### config.mk
export PLATFORM = sky130hd
export DESIGN_NAME = lsu_dmem_port
export DESIGN_NICKNAME = d
export VERILOG_FILES = /design/src/rtl/lsu_dmem_port.sv
export SDC_FILE = /design/constraint.sdc
export NUM_CORES = 1
export LEC_CHECK = 0
export CAP_MARGIN = 30
export CORE_MARGIN = 3
export CORE_UTILIZATION = 50
export CTS_CLUSTER_SIZE = 30
export DETAILED_ROUTE_END_ITERATION = 10
export GPL_TIMING_DRIVEN = 0
export PLACE_DENSITY = 0.73
export SETUP_SLACK_MARGIN = 0.05
export SLEW_MARGIN = 30
export SYNTH_ARGS = -nofsm -noshare
export SYNTH_HDL_FRONTEND = slang
export SYNTH_SLANG_ARGS = --single-unit
### constraint.sdc
create_clock -name clk -period 3.95 [get_ports clk]
set_input_delay 0.79 -clock clk [delete_from_list [all_inputs] [get_ports clk]]
set_output_delay 0.79 -clock clk [all_outputs]
set_load 0.01 [all_outputs]
### src/rtl/lsu_dmem_port.sv
// Load/store initiator for the byte-addressed data memory: queues MEM-stage requests
// in order, range/alignment checks them, and returns one registered extended response each.
module lsu_dmem_port #(
    parameter int          DEPTH       = 4,
    parameter logic [31:0] BASE_ADDR   = 32'h01000000,
    parameter int          SIZE_BYTES  = 232,
    parameter int          CHECK_ALIGN = 1
) (
    input  logic        clk,
    input  logic        rst_n,
    input  logic        req_valid,
    output logic        req_ready,
    input  logic [31:0] req_addr,
    input  logic        req_we,
    input  logic [1:0]  req_size,
    input  logic        req_unsigned,
    input  logic [31:0] req_wdata,
    output logic        resp_valid,
    input  logic        resp_ready,
    output logic [31:0] resp_rdata,
    output logic        resp_err,
    output logic        resp_we,
    output logic [31:0] mem_address,
    output logic        mem_read_write,
    output logic [1:0]  mem_access_size,
    output logic [31:0] mem_data_in,
    input  logic [31:0] mem_data_out
);

    localparam int AW = $clog2(DEPTH);
    localparam int CW = AW + 1;

    logic [31:0]   fifo_addr_r  [DEPTH];
    logic          fifo_we_r    [DEPTH];
    logic [1:0]    fifo_size_r  [DEPTH];
    logic          fifo_uns_r   [DEPTH];
    logic [31:0]   fifo_wdata_r [DEPTH];
    logic          fifo_err_r   [DEPTH];
    logic [AW-1:0] wr_ptr_r;
    logic [AW-1:0] rd_ptr_r;
    logic [CW-1:0] count_r;

    logic          full_s;
    logic          empty_s;
    logic          push_s;
    logic          fire_s;
    logic [31:0]   head_addr_s;
    logic          head_we_s;
    logic [1:0]    head_size_s;
    logic          head_uns_s;
    logic [31:0]   head_wdata_s;
    logic          head_err_s;

    // Reject reserved sizes, misaligned accesses and anything not fully inside the window;
    // the end address is formed in 33 bits so accesses near 2^32 cannot wrap back in.
    function automatic logic req_err_f(input logic [31:0] addr, input logic [1:0] size);
        logic [32:0] end_addr;
        logic [32:0] limit;
        logic        misalign;
        end_addr = {1'b0, addr} + (33'd1 << size);
        limit    = {1'b0, BASE_ADDR} + 33'(SIZE_BYTES);
        misalign = (CHECK_ALIGN != 0) &&
                   (((size == 2'd1) && addr[0]) || ((size == 2'd2) && (addr[1:0] != 2'b00)));
        return (size == 2'd3) || misalign || (addr < BASE_ADDR) || (end_addr > limit);
    endfunction

    function automatic logic [31:0] load_ext_f(input logic [31:0] d, input logic [1:0] size,
                                               input logic uns);
        logic [31:0] r;
        case (size)
            2'd0:    r = {{24{~uns & d[7]}}, d[7:0]};
            2'd1:    r = {{16{~uns & d[15]}}, d[15:0]};
            default: r = d;
        endcase
        return r;
    endfunction

    assign full_s       = (count_r == CW'(DEPTH));
    assign empty_s      = (count_r == {CW{1'b0}});
    assign req_ready    = !full_s && rst_n;
    assign push_s       = req_valid && req_ready;
    assign fire_s       = !empty_s && (!resp_valid || resp_ready);
    assign head_addr_s  = fifo_addr_r[rd_ptr_r];
    assign head_we_s    = fifo_we_r[rd_ptr_r];
    assign head_size_s  = fifo_size_r[rd_ptr_r];
    assign head_uns_s   = fifo_uns_r[rd_ptr_r];
    assign head_wdata_s = fifo_wdata_r[rd_ptr_r];
    assign head_err_s   = fifo_err_r[rd_ptr_r];

    // Memory port driven straight from the FIFO head; a write strobes only on the issuing cycle.
    always_comb begin
        mem_read_write = 1'b0;
        if (empty_s) begin
            mem_address     = 32'h0;
            mem_access_size = 2'd0;
            mem_data_in     = 32'h0;
        end else begin
            mem_address     = head_addr_s;
            mem_access_size = head_size_s;
            mem_data_in     = head_wdata_s;
        end
        if (fire_s && head_we_s && !head_err_s) begin
            mem_read_write = 1'b1;
        end else begin
            mem_read_write = 1'b0;
        end
    end

    // FIFO entry storage, written at the tail on every accepted request.
    always_ff @(posedge clk or negedge rst_n) begin
        if (!rst_n) begin
            for (int i = 0; i < DEPTH; i++) begin
                fifo_addr_r[i]  <= 32'h0;
                fifo_we_r[i]    <= 1'b0;
                fifo_size_r[i]  <= 2'd0;
                fifo_uns_r[i]   <= 1'b0;
                fifo_wdata_r[i] <= 32'h0;
                fifo_err_r[i]   <= 1'b0;
            end
        end else if (push_s) begin
            fifo_addr_r[wr_ptr_r]  <= req_addr;
            fifo_we_r[wr_ptr_r]    <= req_we;
            fifo_size_r[wr_ptr_r]  <= req_size;
            fifo_uns_r[wr_ptr_r]   <= req_unsigned;
            fifo_wdata_r[wr_ptr_r] <= req_wdata;
            fifo_err_r[wr_ptr_r]   <= req_err_f(req_addr, req_size);
        end
    end

    // Pointers wrap naturally because DEPTH is a power of two.
    always_ff @(posedge clk or negedge rst_n) begin
        if (!rst_n) begin
            wr_ptr_r <= {AW{1'b0}};
            rd_ptr_r <= {AW{1'b0}};
            count_r  <= {CW{1'b0}};
        end else begin
            if (push_s) begin
                wr_ptr_r <= wr_ptr_r + AW'(1'b1);
            end
            if (fire_s) begin
                rd_ptr_r <= rd_ptr_r + AW'(1'b1);
            end
            case ({push_s, fire_s})
                2'b10:   count_r <= count_r + CW'(1'b1);
                2'b01:   count_r <= count_r - CW'(1'b1);
                default: count_r <= count_r;
            endcase
        end
    end

    // Response slot: loads on issue, clears once consumed, otherwise holds steady.
    always_ff @(posedge clk or negedge rst_n) begin
        if (!rst_n) begin
            resp_valid <= 1'b0;
            resp_rdata <= 32'h0;
            resp_err   <= 1'b0;
            resp_we    <= 1'b0;
        end else if (fire_s) begin
            resp_valid <= 1'b1;
            resp_err   <= head_err_s;
            resp_we    <= head_we_s;
            if (head_err_s || head_we_s) begin
                resp_rdata <= 32'h0;
            end else begin
                resp_rdata <= load_ext_f(mem_data_out, head_size_s, head_uns_s);
            end
        end else if (resp_valid && resp_ready) begin
            resp_valid <= 1'b0;
        end
    end

endmodule

==> impl_results.md <==
* DRC Markers at 0
* Tot Pwr at roughly 16 mW
* Fin crit share at between 90% and 100%
* GP Congestion at between 0.8 and 0.9
* Count of buffers from port buffering at 190
* Min Tclk post-route at approximately 3800 ps
* Detailed Place HPWL at 24.42 mm
* Yosys cell types at 62
* Syn_area_per_cell at between 10 and 15 um^2
* Slew @ Worst Pin at between 700 and 800 ps
* First-pass GRT wire length at 56.18 mm
* FP Rows at 62
* Remaining antenna violation count at 0
* FFs w/ async S/R, synth at 100.0%
* Total grt overflow at 0
* Final hold vios at 0
* Area contributors post-synth: dfrtp_1, mux2_2, mux4_2
* Slew Limit Fails at 0
* Reg clk slew, reported paths at 70 ps
* Clock Latency Late Sink at slightly above 500 ps
* Via count at between 9k and 10k
* Most frequent cells in the layout: dfrtp_1, mux2_2, clkdlybuf4s50_1
* # H-tree levels at 2
* Clk_skew at roughly 15 ps
* Syn Nets at approximately 1.2k
* Final wirelength at 35.69 mm
* Vias per cell at about 5.7
* Top FF cell, synth: dfrtp_1
* Global Route Usage Sum at between 20 and 25%
* Area growth, synth to finish at 24.20%
* Register-to-register setup slack at ~1300 ps
* Nets at about 1.4k
* Relative slew slack at 49.81%
* Critical path arrival at roughly 3000 ps
* Cell Pwr Density at between 800 and 900 mW/mm^2
* CTS tree: built
* Largest net degree at the start of global routing at 88
* Leading area contributor after synthesis: dfrtp_1
* Number of flops mapped to enable cells by yosys at 0
* Flops & latches, synth at around 320
* Chip height at between 150 and 200 um
* Final setup vio count at 0
* Yosys Warn Count at 0
* Horiz. Die Dim at 179.4 um
* Antenna violations before repair at 1
* Unrepaired setup endpoints after global routing: no
* Clock sinks at roughly 320
* HP Class: in2async
* Starting Density at between 50 and 60%
* CP Capture Type: primary output
* Setup bufs post-CTS at 0
* Status: complete, no violations
* Die area at around 0.032 mm^2
* IO Pins at 207
* Final Non-Filler Cells at about 1.7k
* MaxCap Viol Count at 0
* Max Clk Rate at between 200 and 300 MHz
* Vias in the first global route at 10.29k
* Cts bufs inserted at 36
* Cells after DPL at around 1.7k
* Layout fillers at around 2.3k
* CTS max path bufs at 3
* Gate Count Post-Synth at around 1.1k
* CORE AREA at between 0.02 and 0.03 mm^2
* Seq/Total Area, Yosys at 52.95%
* WP data required at 3160 ps
* Area share of the largest cell type after synthesis at a little over half
* Critical path class: reg2out
* Initial DRC count at 588
* Share of post-route cells with drive strength above 1 at 31.73%
* Max VDD drop at between 0.0005 and 0.0006 V
* Most common cell after layout, fill and taps aside: dfrtp_1
* CTS root buf: clkbuf_16
* First drt pass iteration count at 5
* Lkg Pwr at between 7 and 8 nW
* Critical path launch point type: flip-flop
* Synth Cell Area at approximately 0.015 mm^2
* CP Max Fanout at 17
* Post-DR wirelength/cell at around 21 um
==> critical path: stages (launching register included) <==
cell and delay, ps:
dfrtp_1 310, buf_2 430, buf_1 620, mux4_2 410, nor2b_1 160, clkdlybuf4s50_1 500
==> Yosys cell counts, types with 7 or more instances <==
| cell | count |
|---|---|
| mux4_2 | 68 |
| ha_1 | 9 |
| buf_2 | 24 |
| o21ai_0 | 45 |
| dfrtp_1 | 318 |
| buf_1 | 11 |
| nand2_1 | 68 |
| nor2b_1 | 69 |
| mux2_2 | 264 |
| xnor2_1 | 7 |
| a22o_1 | 16 |
| nand3_1 | 14 |
| a21oi_1 | 12 |
| clkbuf_1 | 47 |
| nor2_1 | 24 |
| inv_1 | 14 |
==> registers in the layout, summed over array words and instances (netlist names), 3 cells and up <==
register,flops
fifo_err_r,4
resp_rdata,32
fifo_uns_r,4
count_r,3
fifo_addr_r,128
fifo_size_r,8
fifo_wdata_r,128
fifo_we_r,4
==> layer usage <==
| layer | GRT usage, % | wire length (um) |
|---|---|---|
| met5 | 0 | 0 |
| met4 | 4.961 | 606 |
| met1 | 31.67 | 15790 |
| met2 | 36.58 | 17150 |
| met3 | 3.814 | 2146 |
==> per-stage QoR <==
stage	worst slack (ps)	area, um^2	hold slack (ps)	setup TNS (ps)	util [%]
after floorplan	816.7	15030	444.6	0	-
after global placement	-11800	17410	449.9	-6645980	59.69
after detailed placement	-96.12	17540	455.1	-361.8	60.13
after CTS	33.83	18650	72.76	0	63.95
after global routing	53.99	18670	73.39	0	64.00
final	194.4	18670	86.85	0	64.00
==> where the power goes <==
part | switching (mW) | internal, mW
Sequential | 0.756 | 4.85
Combinational | 2.97 | 4.34
Clock | 1.29 | 1.82
==> timing repair <==
item	in CTS	in global routing
endpoints found under the hold margin	0	0
hold buffers	0	0
gates resized for setup	9	7
endpoints found under the setup margin	61	18
==> path summary, 6_finish.rpt <==
path | from | endpoint | cells past startpoint
max in group asynchronous | rst_n | fifo_wdata_r[10] | 4
min reg2reg | resp_rdata[23] | resp_rdata[23] | 2
max reg2reg | rd_ptr_r[1] | resp_rdata[23] | 9
min | rst_n | fifo_addr_r[105] | 1
min in group clk | resp_rdata[23] | resp_rdata[23] | 2
max | rd_ptr_r[1] | mem_address[14] | 5
==> cell type report <==
cell class | count | area (um^2) | area share [%]
flip-flops and latches | 318 | 7958 | 42.63
multi-input cells | 685 | 6681 | 35.79
repair buffers | 195 | 2028 | 10.87
clock buffers | 51 | 1028 | 5.510
well taps | 384 | 480.5 | 2.574
plain buffers | 82 | 369.1 | 1.977
clock inverters | 10 | 66.31 | 0.3553
inverters | 14 | 52.55 | 0.2815
diodes | 1 | 2.502 | 0.01341
==> cell families (layout without fill, tap and decap cells) <==
logic type	Yosys count	after routing	synth area share, %
buffers and inverters	97	352	2.631
xor gates and xnor gates	12	12	0.6993
adders and majority gates	11	11	1.016
DFF	318	318	52.95
AOI/OAI and AO/OA	106	106	4.670
muxes	337	337	30.30
other	0	1	0
and+or+nand+nor	219	219	7.734
(Power assumes the default switching activity.)
